**config.mk**
```make
export PLATFORM = sky130hd
export DESIGN_NAME = instr_fetch_flat
export DESIGN_NICKNAME = d
export VERILOG_FILES = /design/src/rtl/fetch_pkg.sv /design/src/rtl/instr_fetch_if.sv /design/src/rtl/fetch_fifo.sv /design/src/rtl/instr_fetch.sv /design/src/flat_wrapper.sv
export SDC_FILE = /design/constraint.sdc
export NUM_CORES = 1
export LEC_CHECK = 0
export ABC_AREA = 1
export ABC_CLOCK_PERIOD_IN_PS = 2200
export BUFFER_PORTS_ARGS = -buffer_cell sky130_fd_sc_hd__buf_2
export CAP_MARGIN = 20
export CORE_UTILIZATION = 48
export CTS_CLUSTER_DIAMETER = 30
export DETAILED_ROUTE_END_ITERATION = 16
export MAX_ROUTING_LAYER = met4
export PLACE_DENSITY_LB_ADDON = 0.3
export SYNTH_ARGS = -nofsm -noshare
export SYNTH_HDL_FRONTEND = slang
export SYNTH_SLANG_ARGS = --single-unit
```
**constraint.sdc**
```tcl
create_clock -name CLK -period 2.2 [get_ports CLK]
set_input_delay 0.44 -clock CLK [delete_from_list [all_inputs] [get_ports CLK]]
set_output_delay 0.44 -clock CLK [all_outputs]
set_load 0.02 [all_outputs]
```
**src/rtl/fetch_pkg.sv**
```systemverilog
// Shared widths, reset PC and buffered-entry layout for the instruction fetch stage.
package fetch_pkg;
  localparam int AW = 8;
  localparam int DW = 16;
  localparam logic [AW-1:0] RESET_PC = '0;

  typedef struct packed {
    logic [DW-1:0] instr;
    logic [AW-1:0] pc;
  } fetch_entry_t;
endpackage

```
**src/rtl/instr_fetch_if.sv**
```systemverilog
// Fetch-stage bus: ROM port, redirect/halt from execute, and the decode handshake.
interface instr_fetch_if #(
  parameter int AW = fetch_pkg::AW,
  parameter int DW = fetch_pkg::DW
);
  logic [AW-1:0] rom_addr;
  logic [DW-1:0] rom_q;
  logic          br_valid;
  logic [AW-1:0] br_target;
  logic          halt;
  logic          instr_valid;
  logic [DW-1:0] instr;
  logic [AW-1:0] instr_pc;
  logic          instr_ready;

  modport master (
    output rom_addr, instr_valid, instr, instr_pc,
    input  rom_q, br_valid, br_target, halt, instr_ready
  );

  modport slave (
    input  rom_addr, instr_valid, instr, instr_pc,
    output rom_q, br_valid, br_target, halt, instr_ready
  );
endinterface

```
**src/rtl/fetch_fifo.sv**
```systemverilog
// Small synchronous FIFO of fetched (instr, pc) entries; flush empties it in one edge.
module fetch_fifo
  import fetch_pkg::*;
#(
  parameter int DEPTH = 2
) (
  input  logic                       CLK,
  input  logic                       RST,
  input  logic                       flush,
  input  logic                       push,
  input  fetch_entry_t               push_data,
  input  logic                       pop,
  output fetch_entry_t               head,
  output logic [$clog2(DEPTH+1)-1:0] count,
  output logic                       empty
);
  localparam int CW = $clog2(DEPTH+1);
  localparam int PW = (DEPTH > 1) ? $clog2(DEPTH) : 1;

  fetch_entry_t  mem [DEPTH];
  logic [PW-1:0] wr_ptr, rd_ptr;
  logic          full;

  function automatic logic [PW-1:0] nxt(input logic [PW-1:0] p);
    return (p == PW'(DEPTH - 1)) ? '0 : p + 1'b1;
  endfunction

  assign empty = (count == '0);
  assign full  = (count == CW'(DEPTH));
  assign head  = mem[rd_ptr];

  always_ff @(posedge CLK or posedge RST) begin
    if (RST) begin
      wr_ptr <= '0;
      rd_ptr <= '0;
      count  <= '0;
    end else if (flush) begin
      wr_ptr <= '0;
      rd_ptr <= '0;
      count  <= '0;
    end else begin
      if (push) wr_ptr <= nxt(wr_ptr);
      if (pop)  rd_ptr <= nxt(rd_ptr);
      count <= count + CW'(push) - CW'(pop);
    end
  end

  // Storage needs no reset: head is only observed when count is non-zero.
  always_ff @(posedge CLK) begin
    if (push && !flush) mem[wr_ptr] <= push_data;
  end

  a_no_overflow:  assert property (@(posedge CLK) disable iff (RST) !(push && full && !flush));
  a_no_underflow: assert property (@(posedge CLK) disable iff (RST) !(pop && empty && !flush));
endmodule

```
**src/rtl/instr_fetch.sv**
```systemverilog
// Fetch stage: owns the PC, issues one ROM read per cycle when buffer room allows,
// captures the registered ROM word a cycle later and hands it to decode.
module instr_fetch #(
  parameter int            AW         = fetch_pkg::AW,
  parameter int            DW         = fetch_pkg::DW,
  parameter logic [AW-1:0] RESET_PC   = fetch_pkg::RESET_PC,
  parameter int            FIFO_DEPTH = 2
) (
  input  logic          CLK,
  input  logic          RST,
  instr_fetch_if.master bus
);
  import fetch_pkg::*;

  localparam int            CW      = $clog2(FIFO_DEPTH+1);
  localparam logic [CW:0]   DEPTH_C = (CW+1)'(FIFO_DEPTH);

  logic [AW-1:0] pc, inflight_pc;
  logic          inflight;
  logic [DW-1:0] rom_word;
  logic [CW-1:0] count;
  logic [CW:0]   occ;
  logic          empty, pop, issue;
  fetch_entry_t  head, push_data;

  assign rom_word  = bus.rom_q;
  assign push_data = '{instr: rom_word, pc: inflight_pc};

  // A redirect hides the head so decode can never take a wrong-path word.
  assign bus.instr_valid = !empty && !bus.br_valid;
  assign bus.instr       = empty ? '0 : head.instr;
  assign bus.instr_pc    = empty ? '0 : head.pc;
  assign bus.rom_addr    = pc;
  assign pop             = bus.instr_valid && bus.instr_ready;

  // Count the in-flight read as occupied so its capture always finds a slot.
  assign occ   = {1'b0, count} + {{CW{1'b0}}, inflight} - {{CW{1'b0}}, pop};
  assign issue = !bus.halt && !bus.br_valid && (occ < DEPTH_C);

  always_ff @(posedge CLK or posedge RST) begin
    if (RST) begin
      pc          <= RESET_PC;
      inflight    <= 1'b0;
      inflight_pc <= '0;
    end else if (bus.br_valid) begin
      pc       <= bus.br_target;
      inflight <= 1'b0;
    end else begin
      inflight <= issue;
      if (issue) begin
        inflight_pc <= pc;
        pc          <= pc + 1'b1;
      end
    end
  end

  fetch_fifo #(.DEPTH(FIFO_DEPTH)) u_fifo (
    .CLK       (CLK),
    .RST       (RST),
    .flush     (bus.br_valid),
    .push      (inflight),
    .push_data (push_data),
    .pop       (pop),
    .head      (head),
    .count     (count),
    .empty     (empty)
  );
endmodule
```
**src/flat_wrapper.sv**
```systemverilog
// flat-port wrapper written by rule: the top's interface ports become plain ports
module instr_fetch_flat import fetch_pkg::*;
#(
  parameter int            AW         = fetch_pkg::AW,
  parameter int            DW         = fetch_pkg::DW,
  parameter logic [AW-1:0] RESET_PC   = fetch_pkg::RESET_PC,
  parameter int            FIFO_DEPTH = 2
)
  (CLK, RST, bus_rom_addr, bus_instr_valid, bus_instr, bus_instr_pc, bus_rom_q, bus_br_valid, bus_br_target, bus_halt, bus_instr_ready);
  instr_fetch_if #(.AW(AW), .DW(DW)) bus_i ();
  input  logic CLK;
  input  logic RST;
  output wire logic [$bits(bus_i.rom_addr)-1:0] bus_rom_addr;
  output wire logic [$bits(bus_i.instr_valid)-1:0] bus_instr_valid;
  output wire logic [$bits(bus_i.instr)-1:0] bus_instr;
  output wire logic [$bits(bus_i.instr_pc)-1:0] bus_instr_pc;
  input wire logic [$bits(bus_i.rom_q)-1:0] bus_rom_q;
  input wire logic [$bits(bus_i.br_valid)-1:0] bus_br_valid;
  input wire logic [$bits(bus_i.br_target)-1:0] bus_br_target;
  input wire logic [$bits(bus_i.halt)-1:0] bus_halt;
  input wire logic [$bits(bus_i.instr_ready)-1:0] bus_instr_ready;
  assign bus_rom_addr = bus_i.rom_addr;
  assign bus_instr_valid = bus_i.instr_valid;
  assign bus_instr = bus_i.instr;
  assign bus_instr_pc = bus_i.instr_pc;
  assign bus_i.rom_q = bus_rom_q;
  assign bus_i.br_valid = bus_br_valid;
  assign bus_i.br_target = bus_br_target;
  assign bus_i.halt = bus_halt;
  assign bus_i.instr_ready = bus_instr_ready;
  instr_fetch #(.AW(AW), .DW(DW), .RESET_PC(RESET_PC), .FIFO_DEPTH(FIFO_DEPTH)) u_core (.CLK(CLK), .RST(RST), .bus(bus_i));
endmodule
```
# --- Word-level counts from Yosys, hierarchy flattened ---
# Memory sizes are Yosys's and may differ from the RTL's.
# Index checks and enable logic that the tools add are counted.
word_totals:
  reg_bits: 21
  ramBits: 48
  word_cells: 43
  mem_count: 1
mem_list:
  columns: ["name", "depth", "width", "read_ports", "rd_clocked_by_memory_dff", "write_ports", "line_no", "source"]
  rows:
  - ["u_core.u_fifo.mem", 2, 24, 1, 0, 1, "fetch_fifo.sv:20", "fetch_entry_t mem [DEPTH];"]
classes:
  n_addsub: 7
  n_lt_le_gt_ge: 1
  muxes: 14
  n_bitwise: 1
  n_reduce_logical: 13
op_table:
  columns: ["cell", "n"]
  rows:
  - ["$mux 8", 3]
  - ["$mux 16", 1]
  - ["$mux 1", 9]
  - ["$add 8x1->8 const B", 1]
  - ["$reduce_bool 2->1", 3]
  - ["$logic_and 1x1->1", 5]
  - ["$add 2x1->3", 1]
  - ["$logic_not 1->1", 3]
  - ["$lt 3x2->1 const B", 1]
  - ["$sub 3x1->3", 1]
  - ["$add 1x1->1 const B", 2]
  - ["$add 2x1->2", 1]
  - ["$logic_not 2->1", 1]
  - ["$mux 2", 1]
  - ["$reduce_and 2->1", 1]
  - ["$sub 2x1->2", 1]
  - ["$not 1->1", 1]

# --- Depth between registers and ports, before layout ---
depth:
  ltp_word: 9
  mapped_depth: 15

# --- By module ---
# From an unflattened synthesis, not the netlist that was laid out.
unflattened:
  cells_unflattened: 277
  hier_area_um2: 3180.6
modules_own_cells:
  columns: ["mod", "instances", "cells_per_inst", "area_each_um2", "seq_area_each_um2"]
  rows:
  - ["fetch_fifo", 1, 104, 2049.5, 1541.5]
  - ["instr_fetch", 1, 173, 1131.1, 425.4]

# --- Worst setup path after synthesis ---
# OpenSTA, ideal clock, no wires.
synth_path:
  kind: "register to register"
  startpoint: "register u_core.u_fifo.count[1]"
  endpoint: "register u_core.pc[3], in the netlist u_core.bus.rom_addr[3]"
  t_arrival_ns: 2.350
  t_required_ns: 2.075
  path_slack_ns: -0.275
  stages_incl_launch_ff: 16
  path_buffers: 1
  synth_period_minus_slack_ns: 2.475
  path_cell_list: "dfrtp_1 > nor2_2 > nor2_1 > nand2_1 > inv_1 > ha_1 > inv_1 > ha_1 > fa_1 > inv_1 > nand2_1 > inv_1 > nand2_4 > buf_6 > nand3_1 > nand3_1"
synth_between:
  elab_chain_len: 8
  elab_cells_between_ends: 9
synth_lines:
  columns: ["item", "line_no", "source"]
  rows:
  - ["from (decl)", "fetch_fifo.sv:14", "output logic [$clog2(DEPTH+1)-1:0] count,"]
  - ["from (signal assigned)", "fetch_fifo.sv:44", "count <= count + CW'(push) - CW'(pop);"]
  - ["$logic_not 2->1", "fetch_fifo.sv:28", "assign empty = (count == '0);"]
  - ["$logic_not 1->1", "instr_fetch.sv:30", "assign bus.instr_valid = !empty && !bus.br_valid;"]
  - ["$logic_and 1x1->1", "instr_fetch.sv:30", null]
  - ["net bus_instr_valid", "flat_wrapper.sv:14", "output wire logic [$bits(bus_i.instr_valid)-1:0] bus_instr_valid;"]
  - ["$logic_and 1x1->1", "instr_fetch.sv:34", "assign pop = bus.instr_valid && bus.instr_ready;"]
  - ["$sub 3x1->3", "instr_fetch.sv:37", "assign occ = {1'b0, count} + {{CW{1'b0}}, inflight} - {{CW{1'b0}}, pop};"]
  - ["$lt 3x2->1", "instr_fetch.sv:38", "assign issue = !bus.halt && !bus.br_valid && (occ < DEPTH_C);"]
  - ["$logic_and 1x1->1", "instr_fetch.sv:38", null]
  - ["$reduce_bool 2->1 (no source line)", null, null]
  - ["to (signal assigned)", "instr_fetch.sv:46", "pc <= bus.br_target;"]
  - ["to (signal assigned)", "instr_fetch.sv:52", "pc <= pc + 1'b1;"]
  - ["to (decl)", "instr_fetch.sv:18", "logic [AW-1:0] pc, inflight_pc;"]
# The timed path passes the listed nets, and every way through them passes these cells.
# A chain may end at the register's enable or synchronous reset.

# --- Worst setup path in the final report ---
layout_path:
  startpoint: "register u_core.u_fifo.count[0]"
  endpoint: "register u_core.pc[1], in the netlist u_core.bus.rom_addr[1]"
layout_between:
  elab_chain_len: 8
  elab_cells_between_ends: 9
layout_lines:
  columns: ["item", "line_no"]
  rows:
  - ["$logic_not 2->1", "fetch_fifo.sv:28"]
  - ["$logic_not 1->1", "instr_fetch.sv:30"]
  - ["$logic_and 1x1->1", "instr_fetch.sv:30"]
  - ["$logic_and 1x1->1", "instr_fetch.sv:34"]
  - ["$sub 3x1->3 *", "instr_fetch.sv:37"]
  - ["$lt 3x2->1 *", "instr_fetch.sv:38"]
  - ["$logic_and 1x1->1 *", "instr_fetch.sv:38"]
  - ["$reduce_bool 2->1 (no source line) *", null]
# Mark *: on every way between the ends. The rest lies on a longest branch, timed or not.

==> results.md <==
- The flow ran to the end, but the final reports show violations.
- The final reports fail on setup timing.
- The number of global-route vias before repair came to 1974.
- The number of hold-repair buffers added at the cts stage is 0.
- The weighted congestion at the end of routability-driven global placement is slightly above 0.8.
- The floorplan step defined a core boundary enclosing around 0.0056 sq mm.
- The sum of net half-perimeters after detailed placement is approximately 3600 um.
- The post-synthesis net count is about 300.
- TritonCTS built the clock tree.
- The final route contains just over 2000 vias.
- Wires add up to around 5600 um.
- The final critical path time including I/O delays and setup is about 2300 ps.
- The number of flip-flops and latches in the synthesized netlist is between 60 and 70.
- The leakage dissipation is 1.60 nW.
- Power comes to 4.48 mW.
- The starting density of the core is 0.510.
- For flop-to-flop paths, the worst setup slack is -90 ps.
- The worst setup path is captured at a flip-flop.
- In this run the count of I/O pins placed on the die edge is 62.
- The die boundary height is just under 80 um.
- The initialized floorplan defines 27 standard-cell rows.
- For this run, design rule violations remaining after detail routing come to 0.
- The proportion of layout cells with a drive suffix above 1 is 0.337.
- The vias per cell is just under 5.
- The critical path's slowest cell is fa_2.
- For this run, the register share of the synthesized area comes to 0.684.
- The synthesized area is 0.00288 sq mm.
- The delay contributed by the slowest stage of the critical path is around 530 ps.
- For this run, the post-layout net count is roughly 380.
- The overflow left after global routing is 0.
- The internal power is around 2.8 mW.
- The die covers approximately 0.0063 sq mm.
- The worst-case clock buffer depth is 2.
- The total number of yosys warnings is 0.
- Entering global routing, the biggest net connects 27 pins.
- Port buffering added 61 buffers.
- The chip width is slightly below 80 um.
- Setup repair after global routing could not meet its margin everywhere.
- The post-synthesis instance total is about 270.
- The later pin in the worst-skew pair is clocked with a latency of between 300 and 400 ps.
- The root buffer cell chosen for the clock tree is clkbuf_8.
- Summed over all nets, the switching power comes to ~1.7 mW.
- The pre-CTS setup slack is -123 ps.
- The final count of hold timing violations came to 0.
- CTS saw 69 sinks.
- The synthesized netlist contains 20 unique library cells.
- In this run, the number of DRC markers left after iteration 0 of detailed routing was 79.
- Setup violations remaining at the end of the flow were counted as 12.
- In this run the remaining antenna-violating nets after routing total 0.
- The antenna diode count is 0.
- The average cell area after synthesis is about 11 sq um.
- The worst-case headroom to the max-slew limit is 0.472.
- STA classifies the critical path startpoint as a flip-flop.
- Of all nets on the critical path, the largest fanout is 4.
- Walking the worst path, the cells encountered are nor2_4, nor2_4, nand2_2, inv_2, ha_4, inv_2, ha_4, fa_2, inv_2, nand2_4, nor2_4, buf_6, a21boi_2, nand2_1.
- The critical path in this run is classified as reg2reg.
- The register clock-pin slew on the reported worst setup and hold paths is approximately 70 ps.
- The proportion of power drawn by the clock network is 0.219.
- The power density over the cells is between 1000 and 1500 mW/mm^2.
- The H-tree was split into 3 levels.
- The initial antenna violation count was 0.
- The final critical-path share of the clock period is 1.04.
- The cell family contributing the most delay on the critical path is adder cells.
- The clock arrives with 7.36 ps of skew.
- The number of pins exceeding their max-slew limit in the final report is 0.
- The transition time at the pin with the least slew margin is between 700 and 800 ps.
- The total routing resource utilization after global routing is 0.198.
- The switching power as a share of total power is 0.380.
- The global-route wire length before repair is 8910 um.
- The buffer and inverter count on the worst path is 4.
- Setup slack on the critical path of the routed design comes to -90.0 ps.
- The worst hold path belongs to the class in2async.
- Data on the critical path is required at its endpoint by between 2000 and 2500 ps.
- The post-synthesis to final-layout area growth is 27.4%.
- Timing would allow up to ~440 MHz.
- Dividing the detail-routed wire length by the instance count gives 13.2 um.
- Of the total power, combinational logic draws 0.369.
- At the worst endpoint, the arrival time is between 2000 and 3000 ps.
- VDD sags by at most 837 uV.
- The tool flagged a number of max-cap violations equal to 0.
- The length of the first detailed-routing pass in iterations is 4.
- Clock tree synthesis inserted a total of 9 buffers.
- Of the total power, registers draw 0.411.
- After filler insertion, the fill cell instance count of the layout stands at approximately 450.
==> cell usage after synthesis <==
cell type	count	area, sq um
ha_1	3	37.5
a21boi_0	2	15.0
o21ai_0	5	25.0
dfrtp_1	21	526
buf_2	7	35.0
inv_1	18	67.6
nand2_1	91	342
buf_4	1	7.51
a21oi_1	25	125
nand2_4	1	11.3
clkbuf_1	2	7.51
nand3_1	20	100
fa_1	1	20.0
buf_6	1	11.3
nor2_1	11	41.3
edfxtp_1	48	1440
inv_2	1	3.75
xor2_1	2	17.5
nor2_2	2	12.5
o21ai_1	6	30.0
==> registers in the layout, indices dropped and copies added (netlist names) <==
signal                count
u_core.u_fifo.wr_ptr      1
u_core.u_fifo.mem        48
u_core.bus.rom_addr       8
u_core.inflight_pc        8
u_core.u_fifo.rd_ptr      1
u_core.u_fifo.count       2
u_core.inflight           1
==> area by class of cell <==
class	count	area (sq um)	share of cell area
Timing Repair Buffer	77	458	0.125
Sequential cell	69	1970	0.537
Multi-Input combinational cell	169	888	0.242
Inverter	19	71.3	0.0195
Clock buffer	10	128	0.0348
Clock inverter	6	63.8	0.0174
Tap cell	72	90.1	0.0246
==> cell usage in the layout (no fill, tap or decap), types with 2 or more instances in the layout <==
| cell type | netlist | layout |
|---|---|---|
| a21boi_2 | 0 | 2 |
| clkinv_2 | 0 | 2 |
| xor2_1 | 2 | 2 |
| buf_4 | 1 | 12 |
| clkinvlp_4 | 0 | 2 |
| clkbuf_8 | 0 | 9 |
| edfxtp_1 | 48 | 48 |
| o21ai_1 | 6 | 7 |
| a21oi_1 | 25 | 25 |
| buf_12 | 0 | 2 |
| nand2_1 | 91 | 87 |
| o21ai_0 | 5 | 4 |
| buf_6 | 1 | 2 |
| nand3_1 | 20 | 16 |
| nand2_2 | 0 | 3 |
| nor2_1 | 11 | 6 |
| ha_4 | 0 | 2 |
| nor2_4 | 0 | 4 |
| dfrtp_1 | 21 | 21 |
| buf_2 | 7 | 61 |
| nand3_2 | 0 | 4 |
| inv_2 | 1 | 5 |
| nor2_2 | 2 | 3 |
| inv_1 | 18 | 14 |
==> kinds of logic (layout without fill, tap and decap cells) <==
kind of cell               count (synthesis)  count (layout)  synth area share
xor gates and xnor gates                   2               2           0.00609
buffers and inverters                     30             112            0.0461
AOI/OAI and AO/OA                         38              38            0.0679
adders and majority gates                  4               4            0.0200
DFF                                       69              69             0.684
and+or+nand+nor                          125             125             0.176
==> worst reg2reg max path, stage by stage, from the launching register on <==
cell      delay (ps)
dfrtp_1          410
nor2_4           140
nor2_4            40
nand2_2           60
inv_2             50
ha_4             250
inv_2             40
ha_4             150
fa_2             530
inv_2             50
nand2_4           80
nor2_4            50
buf_6            120
a21boi_2         140
nand2_1           70
==> per-stage QoR <==
stage | setup TNS [ps] | hold slack, ps | area (sq um) | std cells | utilization
4_1_cts | -315 | 258 | 3650 | 421 | 0.646
3_5_place_dp | -1100 | 454 | 3390 | 404 | 0.601
3_3_place_gp | -245 | 451 | 3390 | 404 | 0.601
5_1_grt | -1970 | 269 | 3670 | 422 | 0.650
2_1_floorplan | -921 | 417 | 2920 | 268 | -
6_report | -442 | 242 | 3670 | 422 | 0.650
==> timing repair <==
item | 4_1_cts | 5_1_grt
buffers inserted | 1 | 1
setup endpoints to repair | 16 | 17
resized for setup | 14 | 4
endpoints found under the hold margin | 0 | 0
pin swaps | 9 | 3
==> path summary, 6_finish.rpt <==
| path | start | endpoint | cells after the start |
|---|---|---|---|
| max | u_core.u_fifo.count[0]$_DFF_PP0_ | u_core.bus.rom_addr[1]$_DFFE_PP0P_ | 14 |
| min | RST | u_core.u_fifo.wr_ptr$_DFFE_PP0P_ | 2 |
| max reg2reg | u_core.u_fifo.count[0]$_DFF_PP0_ | u_core.bus.rom_addr[1]$_DFFE_PP0P_ | 14 |
| min reg2reg | u_core.inflight_pc[1]$_DFFE_PP0P_ | u_core.u_fifo.mem[1][1]$_DFFE_PP_ | 0 |
| max in group asynchronous | RST | u_core.bus.rom_addr[6]$_DFFE_PP0P_ | 2 |
| min in group CLK | bus_rom_q[10] | u_core.u_fifo.mem[0][18]$_DFFE_PP_ | 1 |
==> power by group through the flow <==
stage,registers (mW),logic (mW),clock network (mW)
2_1_floorplan,1.89,0.981,0
3_3_place_gp,1.85,1.47,0
3_5_place_dp,1.86,1.51,0
4_1_cts,1.84,1.61,1.00
5_1_grt,1.87,1.83,1.05
6_report,1.84,1.65,0.982
==> layer usage <==
metal	up-vias	track usage	wire (um)
met5	-	-	0
met4	0	0.0818	104
met3	11	0.0514	258
met2	56	0.326	2770
met1	959	0.232	2460
li1	1041	-	-
No activity file was read; power rests on OpenSTA's default activity.
